--- config.mk ---
export PLATFORM = sky130hd
export DESIGN_NAME = uart_rx_flat
export DESIGN_NICKNAME = d
export VERILOG_FILES = /design/src/rtl/uart_rx_if.sv /design/src/rtl/uart_rx.sv /design/src/flat_wrapper.sv
export SDC_FILE = /design/constraint.sdc
export NUM_CORES = 1
export LEC_CHECK = 0
export ABC_AREA = 1
export CAP_MARGIN = 20
export CELL_PAD_IN_SITES_DETAIL_PLACEMENT = 0
export CELL_PAD_IN_SITES_GLOBAL_PLACEMENT = 1
export CORE_ASPECT_RATIO = 1.1
export CORE_MARGIN = 1.5
export CORE_UTILIZATION = 28
export CTS_BUF_LIST = sky130_fd_sc_hd__clkbuf_8
export CTS_CLUSTER_DIAMETER = 40
export DETAILED_ROUTE_END_ITERATION = 16
export PLACE_DENSITY_LB_ADDON = 0.05
export SLEW_MARGIN = 20
export SYNTH_ARGS = -nofsm -noshare
export SYNTH_HDL_FRONTEND = slang
export SYNTH_SLANG_ARGS = --single-unit
--- constraint.sdc ---
create_clock -name clk -period 1.7 [get_ports clk]
set_input_delay 0.34 -clock clk [delete_from_list [all_inputs] [get_ports clk]]
set_output_delay 0.34 -clock clk [all_outputs]
set_load 0.05 [all_outputs]
--- src/rtl/uart_rx_if.sv ---
// Receiver-side bundle for uart_rx: baud enable, serial line and the recovered byte with status.
// Optional feature macro: UART_RX_PARITY_EN (adds parityError).
interface uart_rx_if #(
  parameter int DATA_BITS = 8
);
  logic                 clkEn;
  logic                 serialInput;
  logic [DATA_BITS-1:0] outputData;
  logic                 dataValid;
  logic                 busy;
  logic                 frameError;
`ifdef UART_RX_PARITY_EN
  logic                 parityError;

  modport master (
    output clkEn, serialInput,
    input  outputData, dataValid, busy, frameError, parityError
  );

  modport slave (
    input  clkEn, serialInput,
    output outputData, dataValid, busy, frameError, parityError
  );
`else
  modport master (
    output clkEn, serialInput,
    input  outputData, dataValid, busy, frameError
  );

  modport slave (
    input  clkEn, serialInput,
    output outputData, dataValid, busy, frameError
  );
`endif
endinterface

--- src/rtl/uart_rx.sv ---
// Oversampling UART receiver (start + DATA_BITS + [even parity] + stop) with 3-sample majority voting.
// Optional feature macro: UART_RX_PARITY_EN (parity bit and parityError output).
module uart_rx #(
  parameter int OVERSAMPLE = 16,
  parameter int DATA_BITS  = 8
) (
  input logic    clk,
  input logic    rstN,
  uart_rx_if.slave rx
);

  localparam int M  = OVERSAMPLE / 2;
  localparam int TW = $clog2(OVERSAMPLE);
  localparam int BW = (DATA_BITS > 1) ? $clog2(DATA_BITS) : 1;

  localparam logic [TW-1:0] TICK_PRE  = TW'(M - 1);
  localparam logic [TW-1:0] TICK_MID  = TW'(M);
  localparam logic [TW-1:0] TICK_DEC  = TW'(M + 1);
  localparam logic [TW-1:0] TICK_LAST = TW'(OVERSAMPLE - 1);
  localparam logic [BW-1:0] BIT_LAST  = BW'(DATA_BITS - 1);

  typedef enum logic [2:0] {
    IDLE   = 3'd0,
    START  = 3'd1,
    DATA   = 3'd2,
`ifdef UART_RX_PARITY_EN
    PARITY = 3'd3,
`endif
    STOP   = 3'd4
  } state_t;

  function automatic logic maj3(input logic a, input logic b, input logic c);
    return (a & b) | (a & c) | (b & c);
  endfunction

  function automatic logic even_parity_err(input logic [DATA_BITS-1:0] d, input logic p);
    return (^d) ^ p;
  endfunction

  logic                 sync1_r;
  logic                 sync2_r;
  state_t               state_r;
  logic [TW-1:0]        tick_r;
  logic [BW-1:0]        bit_idx_r;
  logic                 samp_a_r;
  logic                 samp_b_r;
  logic [DATA_BITS-1:0] shift_r;
  logic                 armed_r;
  logic [DATA_BITS-1:0] data_r;
  logic                 valid_r;
  logic                 busy_r;
  logic                 ferr_r;
`ifdef UART_RX_PARITY_EN
  logic                 parity_r;
  logic                 perr_r;
`endif

  logic                 rx_s;
  logic                 maj_s;
  logic [DATA_BITS:0]   shift_next_s;

  assign rx_s         = sync2_r;
  assign maj_s        = maj3(samp_a_r, samp_b_r, rx_s);
  assign shift_next_s = {maj_s, shift_r};

  // Two-flop synchronizer for the asynchronous line, idling high
  always_ff @(posedge clk or negedge rstN) begin
    if (!rstN) begin
      sync1_r <= 1'b1;
      sync2_r <= 1'b1;
    end else begin
      sync1_r <= rx.serialInput;
      sync2_r <= sync1_r;
    end
  end

  // Frame FSM, counters, sampling and registered outputs; everything advances on clkEn only
  always_ff @(posedge clk or negedge rstN) begin
    if (!rstN) begin
      state_r   <= IDLE;
      tick_r    <= {TW{1'b0}};
      bit_idx_r <= {BW{1'b0}};
      samp_a_r  <= 1'b1;
      samp_b_r  <= 1'b1;
      shift_r   <= {DATA_BITS{1'b0}};
      armed_r   <= 1'b1;
      data_r    <= {DATA_BITS{1'b0}};
      valid_r   <= 1'b0;
      busy_r    <= 1'b0;
      ferr_r    <= 1'b0;
`ifdef UART_RX_PARITY_EN
      parity_r  <= 1'b0;
      perr_r    <= 1'b0;
`endif
    end else begin
      valid_r <= 1'b0;
      if (rx.clkEn) begin
        if (tick_r == TICK_PRE) begin
          samp_a_r <= rx_s;
        end
        if (tick_r == TICK_MID) begin
          samp_b_r <= rx_s;
        end
        case (state_r)
          IDLE: begin
            // The detecting clkEn is tick 0, so the next one is tick 1
            if (!armed_r) begin
              tick_r <= {TW{1'b0}};
              if (rx_s) begin
                armed_r <= 1'b1;
              end
            end else if (!rx_s) begin
              state_r <= START;
              busy_r  <= 1'b1;
              tick_r  <= TW'(1);
            end else begin
              tick_r <= {TW{1'b0}};
            end
          end
          START: begin
            if ((tick_r == TICK_DEC) && maj_s) begin
              state_r <= IDLE;
              busy_r  <= 1'b0;
              tick_r  <= {TW{1'b0}};
            end else if (tick_r == TICK_LAST) begin
              state_r   <= DATA;
              tick_r    <= {TW{1'b0}};
              bit_idx_r <= {BW{1'b0}};
            end else begin
              tick_r <= tick_r + TW'(1);
            end
          end
          DATA: begin
            if (tick_r == TICK_DEC) begin
              shift_r <= shift_next_s[DATA_BITS:1];
            end
            if (tick_r == TICK_LAST) begin
              tick_r <= {TW{1'b0}};
              if (bit_idx_r == BIT_LAST) begin
`ifdef UART_RX_PARITY_EN
                state_r <= PARITY;
`else
                state_r <= STOP;
`endif
              end else begin
                bit_idx_r <= bit_idx_r + BW'(1);
              end
            end else begin
              tick_r <= tick_r + TW'(1);
            end
          end
`ifdef UART_RX_PARITY_EN
          PARITY: begin
            if (tick_r == TICK_DEC) begin
              parity_r <= maj_s;
            end
            if (tick_r == TICK_LAST) begin
              state_r <= STOP;
              tick_r  <= {TW{1'b0}};
            end else begin
              tick_r <= tick_r + TW'(1);
            end
          end
`endif
          STOP: begin
            // Leave half a bit early so a slightly fast transmitter cannot clip the next start bit
            if (tick_r == TICK_DEC) begin
              state_r <= IDLE;
              busy_r  <= 1'b0;
              tick_r  <= {TW{1'b0}};
              data_r  <= shift_r;
              ferr_r  <= ~maj_s;
              valid_r <= 1'b1;
              armed_r <= maj_s;
`ifdef UART_RX_PARITY_EN
              perr_r  <= even_parity_err(shift_r, parity_r);
`endif
            end else begin
              tick_r <= tick_r + TW'(1);
            end
          end
          default: begin
            state_r <= IDLE;
            busy_r  <= 1'b0;
            tick_r  <= {TW{1'b0}};
          end
        endcase
      end
    end
  end

  assign rx.outputData  = data_r;
  assign rx.dataValid   = valid_r;
  assign rx.busy        = busy_r;
  assign rx.frameError  = ferr_r;
`ifdef UART_RX_PARITY_EN
  assign rx.parityError = perr_r;
`else
  // Parity helper is only exercised when the parity bit exists
  logic unused_s;
  assign unused_s = even_parity_err(shift_r, 1'b0);
`endif

endmodule

--- src/flat_wrapper.sv ---
// flat-port wrapper written by rule: the top's interface ports become plain ports
module uart_rx_flat 
#(
  parameter int OVERSAMPLE = 16,
  parameter int DATA_BITS  = 8
)
  (clk, rstN, rx_clkEn, rx_serialInput, rx_outputData, rx_dataValid, rx_busy, rx_frameError);
  uart_rx_if #(.DATA_BITS(DATA_BITS)) rx_i ();
  input logic clk;
  input logic rstN;
  input wire logic [$bits(rx_i.clkEn)-1:0] rx_clkEn;
  input wire logic [$bits(rx_i.serialInput)-1:0] rx_serialInput;
  output wire logic [$bits(rx_i.outputData)-1:0] rx_outputData;
  output wire logic [$bits(rx_i.dataValid)-1:0] rx_dataValid;
  output wire logic [$bits(rx_i.busy)-1:0] rx_busy;
  output wire logic [$bits(rx_i.frameError)-1:0] rx_frameError;
  assign rx_i.clkEn = rx_clkEn;
  assign rx_i.serialInput = rx_serialInput;
  assign rx_outputData = rx_i.outputData;
  assign rx_dataValid = rx_i.dataValid;
  assign rx_busy = rx_i.busy;
  assign rx_frameError = rx_i.frameError;
  uart_rx #(.OVERSAMPLE(OVERSAMPLE), .DATA_BITS(DATA_BITS)) u_core (.clk(clk), .rstN(rstN), .rx(rx_i));
endmodule
==> flow_summary.ini, run 1 <==
[outcome]
outcome = finished, final reports clean

[drt]
drcViolationCount = 0
drtPass1Iterations = 4
drt_wl_total_mm = 4.05
drtIter0Drc = 53
drtAntennaViolNets = 0
wire_per_inst_um = 12.5
via_per_inst = 4.51
routed-via-count = 1457

[timing]
worstMarginPinSlew_ns = 0.282
fin_tns_setup_ns = 0
finalMaxSlewViolations = 0
whs_ns = 0.360
min_period_over_period_pct = 91.5
relSlewSlack_pct = 81.1
setup_viol = 0
rsz0062_at_grt = false
finalCriticalPeriod_ns = 1.55
fin_skew_ns = 0.00462
hold_viol = 0
worst_slack_ns = 0.145
fmax_ghz = 0.643

[critical_path]
critical_path_class = flop to flop
end_kind = flop
critical-path-top-delay-family = simple AND/OR/NAND/NOR gates
rrSetupSlack_ns = 0.15
critPathMaxFanout = 7
critPathRequiredTime_ns = 1.92
cpPeakStageDelay_ns = 0.40
crit_buf_inv = 3
worstRegToRegCells = 9
critPathSlowestCell = dfrtp_1
crit_top_cell = nand2_1
worstSetupStartpointType = flop
cp_data_arrival_time_ns = 1.78
crit_chain = inv_1 > ha_1 > nand3_2 > inv_2 > nand2_4 > nor2_4 > buf_4 > nand2_1 > nand2_1
r2r_start = u_core.tick_r[1]
r2r-end = u_core.rx.outputData[3]

[power]
cellPowerDensity_nw_per_um2 = 1130
clkPwrFrac_pct = 25.7
p_leak_nw = 1.14
p_int_mw = 1.50
p_sw_share_pct = 37.9
netSwitchingPower_uw = 913
seqPwrFrac_pct = 42.3
power_frac_comb_pct = 32.0
ir_drop_mv = 0.393

[floorplanning]
rows = 30
io_pins = 15
die_x_um = 78.6
die_y_um = 86.1
core_region_area_sq_um = 6120
start_util_pct = 28.7
dieArea_sq_um = 6760

[grt]
track_usage_pct = 13.4
grt_overflow = 0
grt_pass1_vias = 1429
grt_pass1_wl_mm = 6.97
antenna_found_initial = 0
grt_max_degree = 35

[final_layout]
final_cell_mix = nand2_1 (66), dfrtp_1 (29), inv_1 (19)
antenna_cells = 0
fillers = 653
drive_above_1_share_pct = 23.0
area_growth_pct = 21.0
fin_nets = 251
mostFrequentLayoutCell = nand2_1

[synthesis]
yosysSeqAreaShare_pct = 48.8
postSynth.asyncResetShare_pct = 100
syn_inst = 216
ys_warn_count = 0
post_synth.cell_area_avg_sq_um = 8.14
synth_edf_count = 0
synth_fp_nets = 225
synthDistinctLibCells = 23
ys.flop_type = dfrtp_1
ys_ff_latch = 34
syn_area_sq_um = 1760

[placed_design]
gp_congestion = 0.865
numPortBuffers = 14
dp_hpwl_mm = 3.08
dp_slack_ns = 0.111

[job]
cap_violations = 0

[hold_path]
worstHoldStart = u_core.sync1_r
holdPathStages = 0
hold_path_class = flop to flop
min_delay_worst_endpoint = u_core.rx_s

[clock_network]
clk_latency_ns = 0.28
cts_buffer_depth = 2
cts_sinks = 34
clock-root-buffer = clkbuf_8
tritoncts = yes
htree_num_levels = 2
clk_pin_slew_ns = 0.07
cts_buffers = 5
==> layout make-up <==
type | instances | area (sq um) | area share (%)
Inverter | 26 | 97.6 | 4.59
Clock buffer | 6 | 82.6 | 3.88
Tap cell | 80 | 100 | 4.71
Multi-Input combinational cell | 153 | 783 | 36.8
Timing Repair Buffer | 22 | 198 | 9.29
Clock inverter | 2 | 8.76 | 0.412
Sequential cell | 34 | 857 | 40.3
==> how the worst max path moves through the flow <==
| stage | from | endpoint | slack [ns] | depth (start not counted) |
|---|---|---|---|---|
| 2_1_floorplan | u_core.tick_r[1] | u_core.state_r[0] | 0.34 | 9 |
| 4_1_cts | u_core.tick_r[1] | u_core.rx.outputData[5] | 0.13 | 8 |
| 5_1_grt | u_core.tick_r[1] | u_core.state_r[0] | 0.003 | 9 |
| 3_3_place_gp | rx_clkEn | u_core.shift_r[5] | 0.14 | 7 |
| 3_5_place_dp | rx_clkEn | u_core.shift_r[5] | 0.11 | 7 |
| 6_report | u_core.tick_r[1] | u_core.rx.outputData[3] | 0.15 | 9 |
==> worst register-to-register path: cells and delay by family, from the launching register on <==
kind                       cells  cell delay [ns]
adders and majority gates      1             0.17
buffers and inverters          3             0.40
DFF                            1             0.40
and+or+nand+nor                5             0.52
==> registers in the layout, indices dropped and copies added, names as in the netlist, 3 cells and up <==
name                  cells
u_core.bit_idx_r          3
u_core.rx.outputData      8
u_core.shift_r            8
u_core.state_r            3
u_core.tick_r             4
==> power groups by stage <==
| stage | combinational, mW | sequential, mW | clock [mW] |
|---|---|---|---|
| floorplan | 0.542 | 1.06 | 0 |
| detailed placement | 0.783 | 1.03 | 0 |
| CTS | 0.788 | 1.02 | 0.651 |
| global route | 0.901 | 1.04 | 0.681 |
| global placement | 0.785 | 1.03 | 0 |
| finish | 0.770 | 1.02 | 0.619 |
==> synth_stat cells (2+ instances only) <==
library cell	instances	area (sq um)
nand3_1	15	75.1
nand3_2	2	20.0
a21oi_1	2	10.0
dfstp_2	5	131
o21ai_1	6	30.0
inv_1	18	67.6
nand4_1	7	43.8
nand2_2	5	31.3
ha_1	5	62.6
nand2_1	66	248
nor2_4	5	56.3
nand2_4	2	22.5
inv_2	8	30.0
nor2_2	3	18.8
o21ai_0	17	85.1
nor2_1	15	56.3
dfrtp_1	29	726
==> repair_timing <==
action / in CTS / in global routing
endpoints found under the setup margin: 0 / 5
endpoints found under the hold margin: 0 / 0
setup buffers: 0 / 2
hold buffers: 0 / 0
gates resized for setup: 0 / 0
==> layer usage <==
| metal | up-vias | GRT usage, % | wire (um) | part of all wire (%) |
|---|---|---|---|---|
| met5 | - | 0 | 0 | 0 |
| li1 | 745 | - | - | - |
| met4 | 0 | 5.52 | 54 | 1.3 |
| met1 | 695 | 15.3 | 1800 | 44 |
| met3 | 4 | 2.87 | 98 | 2.4 |
| met2 | 13 | 24.2 | 2100 | 52 |
==> logic make-up (layout without fill, tap and decap cells) <==
group	after synthesis	count (layout)	share of synthesized area [%]
DFF	34	34	48.8
buffers and inverters	29	56	6.69
xor gates and xnor gates	1	1	0.498
and+or+nand+nor	121	121	33.0
adders and majority gates	5	5	3.56
AOI/OAI and AO/OA	26	26	7.54
==> through the flow <==
stage          area [sq um]  utilization, %  total power, mW  std cells
2_1_floorplan          1760               -             1.60        216
3_3_place_gp           2010            32.8             1.82        313
3_5_place_dp           2010            32.8             1.82        313
4_1_cts                2100            34.3             2.46        321
5_1_grt                2130            34.8             2.62        323
6_report               2130            34.8             2.41        323
No activity file was read; power rests on OpenSTA's default activity.
==> run 2: changes to the inputs <==
--- a/config.mk
+++ b/config.mk
@@ -16,7 +16,6 @@
 export CTS_CLUSTER_DIAMETER = 40
 export DETAILED_ROUTE_END_ITERATION = 16
 export PLACE_DENSITY_LB_ADDON = 0.05
-export SLEW_MARGIN = 20
 export SYNTH_ARGS = -nofsm -noshare
 export SYNTH_HDL_FRONTEND = slang
 export SYNTH_SLANG_ARGS = --single-unit
==> results of run 2 <==
Same layout as run 1: the final DEF is identical, and so are final timing and power.
==> run 3: changes to the inputs <==
--- a/config.mk
+++ b/config.mk
@@ -16,6 +16,7 @@
 export CTS_CLUSTER_DIAMETER = 40
 export DETAILED_ROUTE_END_ITERATION = 16
 export PLACE_DENSITY_LB_ADDON = 0.05
+export SLEW_MARGIN = 20
 export SYNTH_ARGS = -nofsm -noshare
 export SYNTH_HDL_FRONTEND = slang
 export SYNTH_SLANG_ARGS = --single-unit
==> results of run 3 <==
Same layout as run 1: the final DEF is identical, and so are final timing and power.
